$ cat config.mk
export PLATFORM = sky130hd
export DESIGN_NAME = mux4_rr_arbiter_flat
export DESIGN_NICKNAME = d
export VERILOG_FILES = /design/src/rtl/mux4_rr_arbiter_if.sv /design/src/rtl/mux4_rr_arbiter.sv /design/src/flat_wrapper.sv
export SDC_FILE = /design/constraint.sdc
export NUM_CORES = 1
export LEC_CHECK = 0
export ABC_CLOCK_PERIOD_IN_PS = 2150
export BUFFER_PORTS_ARGS = -buffer_cell sky130_fd_sc_hd__buf_2
export CAP_MARGIN = 20
export CORE_ASPECT_RATIO = 1.2
export CORE_MARGIN = 10
export CORE_UTILIZATION = 25
export CTS_CLUSTER_SIZE = 25
export DETAILED_ROUTE_END_ITERATION = 7
export GPL_TIMING_DRIVEN = 0
export PLACE_DENSITY_LB_ADDON = 0.25
export SLEW_MARGIN = 20
export SYNTH_ARGS = -nofsm -noshare
export SYNTH_HDL_FRONTEND = slang
export SYNTH_SLANG_ARGS = --single-unit
$ cat constraint.sdc
create_clock -name clk -period 2.15 [get_ports clk]
set_clock_uncertainty 0.2 [all_clocks]
set_input_delay 0 -clock clk [delete_from_list [all_inputs] [get_ports clk]]
set_output_delay 0 -clock clk [all_outputs]
set_load 0.005 [all_outputs]
$ cat src/rtl/mux4_rr_arbiter_if.sv
// ---------------------------------------------------------------------------
// mux4_rr_arbiter_if
//   Bundles the four-requester side and the single consumer side of the
//   mux4_rr_arbiter data path.
//
//   req        4      per-requester "word pending" flags
//   d0..d3     WIDTH  requester data words
//   out_ready  1      consumer can take y this cycle
//   sel        2      select of the granted requester
//   gnt        4      one-hot grant, held across the transfer
//   y          WIDTH  captured word
//   out_valid  1      y holds an unconsumed word
//   ack        4      one-hot, word of requester i consumed this cycle
//
//   master : producers/consumer side (drives req, d*, out_ready)
//   slave  : arbiter side (drives sel, gnt, y, out_valid, ack)
// ---------------------------------------------------------------------------
interface mux4_rr_arbiter_if #(
    parameter int WIDTH = 3
);
    logic [3:0]       req;
    logic [WIDTH-1:0] d0;
    logic [WIDTH-1:0] d1;
    logic [WIDTH-1:0] d2;
    logic [WIDTH-1:0] d3;
    logic             out_ready;
    logic [1:0]       sel;
    logic [3:0]       gnt;
    logic [WIDTH-1:0] y;
    logic             out_valid;
    logic [3:0]       ack;

    modport master (
        output req, d0, d1, d2, d3, out_ready,
        input  sel, gnt, y, out_valid, ack
    );

    modport slave (
        input  req, d0, d1, d2, d3, out_ready,
        output sel, gnt, y, out_valid, ack
    );
endinterface

$ cat src/rtl/mux4_rr_arbiter.sv
// ---------------------------------------------------------------------------
// mux4_rr_arbiter
//   Shares one WIDTH-bit output among four requesters. In IDLE a winner is
//   picked (round-robin after the last winner, or fixed priority with
//   requester 0 highest), its word is captured into y and held under a
//   valid/ready handshake in BUSY until the consumer takes it.
//
//   clk    in   single clock, rising edge
//   rst_n  in   asynchronous active-low reset
//   bus    slave modport of mux4_rr_arbiter_if (req, d0..d3, out_ready in;
//          sel, gnt, y, out_valid, ack out)
//
//   state | meaning
//   IDLE  | no word held; arbitrate among pending requesters
//   BUSY  | word held in y, waiting for out_ready; req and d ignored
// ---------------------------------------------------------------------------
module mux4_rr_arbiter #(
    parameter int WIDTH     = 3,
    parameter int PRIO_MODE = 0
) (
    input  logic              clk,
    input  logic              rst_n,
    mux4_rr_arbiter_if.slave  bus
);

    localparam logic [0:0] ST_IDLE = 1'b0;
    localparam logic [0:0] ST_BUSY = 1'b1;

    logic [0:0]       r_state;
    logic [1:0]       r_last;
    logic [1:0]       r_sel;
    logic [3:0]       r_gnt;
    logic [WIDTH-1:0] r_y;
    logic             r_valid;

    logic [1:0]       w_win;
    logic             w_hit;
    logic [1:0]       w_idx;
    logic [WIDTH-1:0] w_dsel;
    logic             w_any;

    assign w_any = |bus.req;

    // Round-robin scans last+1 .. last+4; the 2-bit add wraps mod 4, so the
    // fourth step lands on last itself (re-grant if it is the only one).
    always_comb begin
        w_win = 2'd0;
        w_hit = 1'b0;
        w_idx = 2'd0;
        if (PRIO_MODE == 1) begin
            for (int k = 3; k >= 0; k--) begin
                if (bus.req[k]) begin
                    w_win = 2'(k);
                end
            end
        end else begin
            for (int k = 1; k <= 4; k++) begin
                w_idx = r_last + 2'(k);
                if (!w_hit && bus.req[w_idx]) begin
                    w_win = w_idx;
                    w_hit = 1'b1;
                end
            end
        end
    end

    always_comb begin
        case (w_win)
            2'd0:    w_dsel = bus.d0;
            2'd1:    w_dsel = bus.d1;
            2'd2:    w_dsel = bus.d2;
            default: w_dsel = bus.d3;
        endcase
    end

    always_ff @(posedge clk or negedge rst_n) begin
        if (!rst_n) begin
            r_state <= ST_IDLE;
            r_last  <= 2'd3;
            r_sel   <= 2'd0;
            r_gnt   <= 4'd0;
            r_y     <= '0;
            r_valid <= 1'b0;
        end else begin
            case (r_state)
                ST_IDLE: begin
                    if (w_any) begin
                        r_sel   <= w_win;
                        r_gnt   <= 4'b0001 << w_win;
                        r_y     <= w_dsel;
                        r_valid <= 1'b1;
                        r_last  <= w_win;
                        r_state <= ST_BUSY;
                    end
                end
                default: begin
                    // sel and y deliberately keep their values after the hand-off
                    if (bus.out_ready) begin
                        r_valid <= 1'b0;
                        r_gnt   <= 4'd0;
                        r_state <= ST_IDLE;
                    end
                end
            endcase
        end
    end

    assign bus.sel       = r_sel;
    assign bus.gnt       = r_gnt;
    assign bus.y         = r_y;
    assign bus.out_valid = r_valid;
    assign bus.ack       = r_gnt & {4{r_valid & bus.out_ready}};

endmodule

$ cat src/flat_wrapper.sv
// flat-port wrapper written by rule: the top's interface ports become plain ports
module mux4_rr_arbiter_flat 
#(
    parameter int WIDTH     = 3,
    parameter int PRIO_MODE = 0
)
  (clk, rst_n, bus_req, bus_d0, bus_d1, bus_d2, bus_d3, bus_out_ready, bus_sel, bus_gnt, bus_y, bus_out_valid, bus_ack);
  mux4_rr_arbiter_if #(.WIDTH(WIDTH)) bus_i ();
  input  logic clk;
  input  logic rst_n;
  input wire logic [$bits(bus_i.req)-1:0] bus_req;
  input wire logic [$bits(bus_i.d0)-1:0] bus_d0;
  input wire logic [$bits(bus_i.d1)-1:0] bus_d1;
  input wire logic [$bits(bus_i.d2)-1:0] bus_d2;
  input wire logic [$bits(bus_i.d3)-1:0] bus_d3;
  input wire logic [$bits(bus_i.out_ready)-1:0] bus_out_ready;
  output wire logic [$bits(bus_i.sel)-1:0] bus_sel;
  output wire logic [$bits(bus_i.gnt)-1:0] bus_gnt;
  output wire logic [$bits(bus_i.y)-1:0] bus_y;
  output wire logic [$bits(bus_i.out_valid)-1:0] bus_out_valid;
  output wire logic [$bits(bus_i.ack)-1:0] bus_ack;
  assign bus_i.req = bus_req;
  assign bus_i.d0 = bus_d0;
  assign bus_i.d1 = bus_d1;
  assign bus_i.d2 = bus_d2;
  assign bus_i.d3 = bus_d3;
  assign bus_i.out_ready = bus_out_ready;
  assign bus_sel = bus_i.sel;
  assign bus_gnt = bus_i.gnt;
  assign bus_y = bus_i.y;
  assign bus_out_valid = bus_i.out_valid;
  assign bus_ack = bus_i.ack;
  mux4_rr_arbiter #(.WIDTH(WIDTH), .PRIO_MODE(PRIO_MODE)) u_core (.clk(clk), .rst_n(rst_n), .bus(bus_i));
endmodule
==> run summary <==
Final Cycle Share -> 94.73%
top layer in use -> met4
Placer Congestion -> 0.6763
iteration-0 DRC count of the detailed router -> 14
max-slew violation count -> 0
Slew HR -> 57.85%
Die W -> 68.89 um
status -> complete, no violations
cell breakdown of the critical path -> mux2i_1 -> a2bb2oi_2 -> nand2_4 -> a2111oi_2 -> a211oi_1
diode count -> 0
static leakage -> 0.0005456 uW
Unique masters post-synth -> 28
Final Power -> 853.9 uW
Worst-path clk slew -> 0.09 ns
worst path arrival time -> 1.98 ns
R2R cell count -> 5
worst hold-check path type -> in2async
Final Setup Violations -> 0
commonest cells after routing, fill and taps aside -> buf_2 (33), dlygate4sd3_1 (13), dfrtp_1 (11)
critical path's top delay family -> compound AO/OA/AOI/OAI gates
vias -> 736
total core area -> 0.002785 mm^2
pin count of the biggest net entering global routing -> 12
clk root buf -> clkbuf_4
RSZ-0062 raised after global routing -> no
setup TNS -> 0 ns
capturing point of the worst reg2reg path -> u_core.bus.y[2]
DP Wirelength -> 1592 um
initial antenna violation count -> 0
Clock Latency Late Sink -> 0.27 ns
CP max stage cell -> dfstp_2
wire length per cell -> 13.84 um
Post-Layout Cell Count -> 155
Synth Instances -> 71
crit-path max FO -> 8
post-synthesis register bit count -> 13
fin crit period -> 2.037 ns
drt pass-1 iters -> 2
clock sinks -> 13
post-route ant nets -> 0
worst setup margin -> 0.1133 ns
Syn Nets -> 90
yosys warns -> 0
GRT Residual Overflow -> 0
Area Overhead vs Synth -> 54.28%
pre-CTS setup slack -> -0.007122 ns
Max Freq -> 491.0 MHz
PD cells -> 772.0 mW/mm^2
Synth Flop Type -> dfrtp_1
htree depth -> 1
critical path type -> reg2reg
Post-Syn Area -> 716.9 um^2
Hold Violations, Final -> 0
CTS Buf Count -> 3
Final nets -> 141
max-cap viol count -> 0
Rows -> 21
commonest non-fill, non-tap cell in the layout -> buf_2
initial core utilization -> 25.74%
drt drc -> 0
I/O pins -> 33
Port Buffers -> 32
via/cell ratio -> 4.748
vias in the first global route -> 816
Tightest Pin Transition -> 0.6299 ns
die area -> 0.005418 mm^2
Buf/Inv on CP -> 0
startpoint types -> register
Post-synth EDFFs -> 0
first-pass GRT wire length -> 3539 um
Worst EP required -> 2.09 ns
Async SR Flop Fraction -> 100.0%
peak supply drop -> 427.4 uV
max incr delay on CP -> 0.62 ns
met2 WL post-DR -> 930 um
synthesized area per cell -> 10.10 um^2
met1 WL -> 924 um
Post-Place Cells -> 137
worst r2r src -> u_core.r_last[1]
routed wire length -> 2145 um
r2r setup slk -> 0.11 ns
deepest clock path buffer count -> 2
TritonCTS clock tree -> built
gr usage total -> 8.234%
Seq/Total Area, Yosys -> 45.72%
ratio of cells with drive above 1 in the final layout -> 41.32%
Die Y -> 78.66 um
routed wl met3 -> 260 um
Worst setup EP type -> register
[metal layers]
| layer | vias up | GRT usage (%) |
|---|---|---|
| met4 | 0 | 4.150 |
| met5 | - | 0 |
| met3 | 4 | 3.835 |
| met2 | 28 | 12.09 |
| met1 | 340 | 9.664 |
| li1 | 364 | - |
[how the worst max path moves through the flow]
stage / start / to / cells after the start
global route: u_core.r_last[1] / u_core.bus.y[2] / 5
global placement: u_core.r_last[1] / u_core.bus.y[0] / 5
CTS: u_core.r_last[0] / u_core.bus.y[2] / 5
detailed placement: u_core.r_last[1] / u_core.bus.y[0] / 5
finish: u_core.r_last[1] / u_core.bus.y[2] / 5
floorplan: u_core.r_last[1] / u_core.bus.y[0] / 5
[power by group]
group	internal (uW)	switching [uW]
Sequential	317	52.0
Combinational	169	165
Clock	71.8	79.9
Total	557	297
[kinds of logic after synthesis]
family | count (synthesis) | synth area share [%]
DFF | 13 | 45.72
AOI/OAI and AO/OA | 19 | 22.34
muxes | 5 | 6.981
and+or+nand+nor | 32 | 23.74
buffers and inverters | 2 | 1.220
[cells in the mapped netlist (2+ instances only)]
cell       number  share of area, %
o31ai_1         2               2.1
and3_1          7               6.1
a2111oi_1       2               2.8
nand2_1         5               2.6
dfrtp_1        11                38
o21ai_1         2               1.4
a211oi_1        3               3.1
nor2_1          7               3.7
a21oi_1         3               2.1
mux2i_1         5               7.0
dfstp_2         2               7.3
nand3_1         6               4.2
[area by class of cell]
cell class / count / area [um^2]
Sequential cell: 13 / 327.8
Tap cell: 34 / 42.54
Timing Repair Buffer: 46 / 297.8
Buffer: 1 / 5.005
Clock buffer: 4 / 26.28
Inverter: 1 / 3.754
Fill cell: 308 / 1679
Multi-Input combinational cell: 56 / 402.9
[flip-flops by register name, indices dropped and copies added (netlist names)]
register / flops
u_core.bus.gnt: 4
u_core.bus.y: 3
u_core.bus.sel: 2
u_core.r_last: 2
u_core.bus.out_valid: 1
u_core.r_state: 1
[through the flow]
stage          util [%]  instance area, um^2  hold WS [ns]
2_1_floorplan         -                716.9       -0.4956
3_3_place_gp      33.02                919.6       -0.2909
3_5_place_dp      33.02                919.6       -0.2918
4_1_cts           38.90                 1084       0.02059
5_1_grt           39.71                 1106       0.04124
6_report          39.71                 1106       0.01702
[worst register-to-register path: cells and delay by family, from the launching register on]
family	cells	cell delay [ns]
simple gates	1	0.13
compound gates	3	0.72
mux	1	0.24
flops	1	0.62
[what timing repair did]
action | CTS | global route
buffers inserted | 1 | 0
hold buffers | 13 | 0
hold endpoints to repair | 22 | 0
pin swaps | 1 | 0
endpoints found under the setup margin | 1 | 3
resized for setup | 0 | 4
Power figures use the tool's default switching activity.
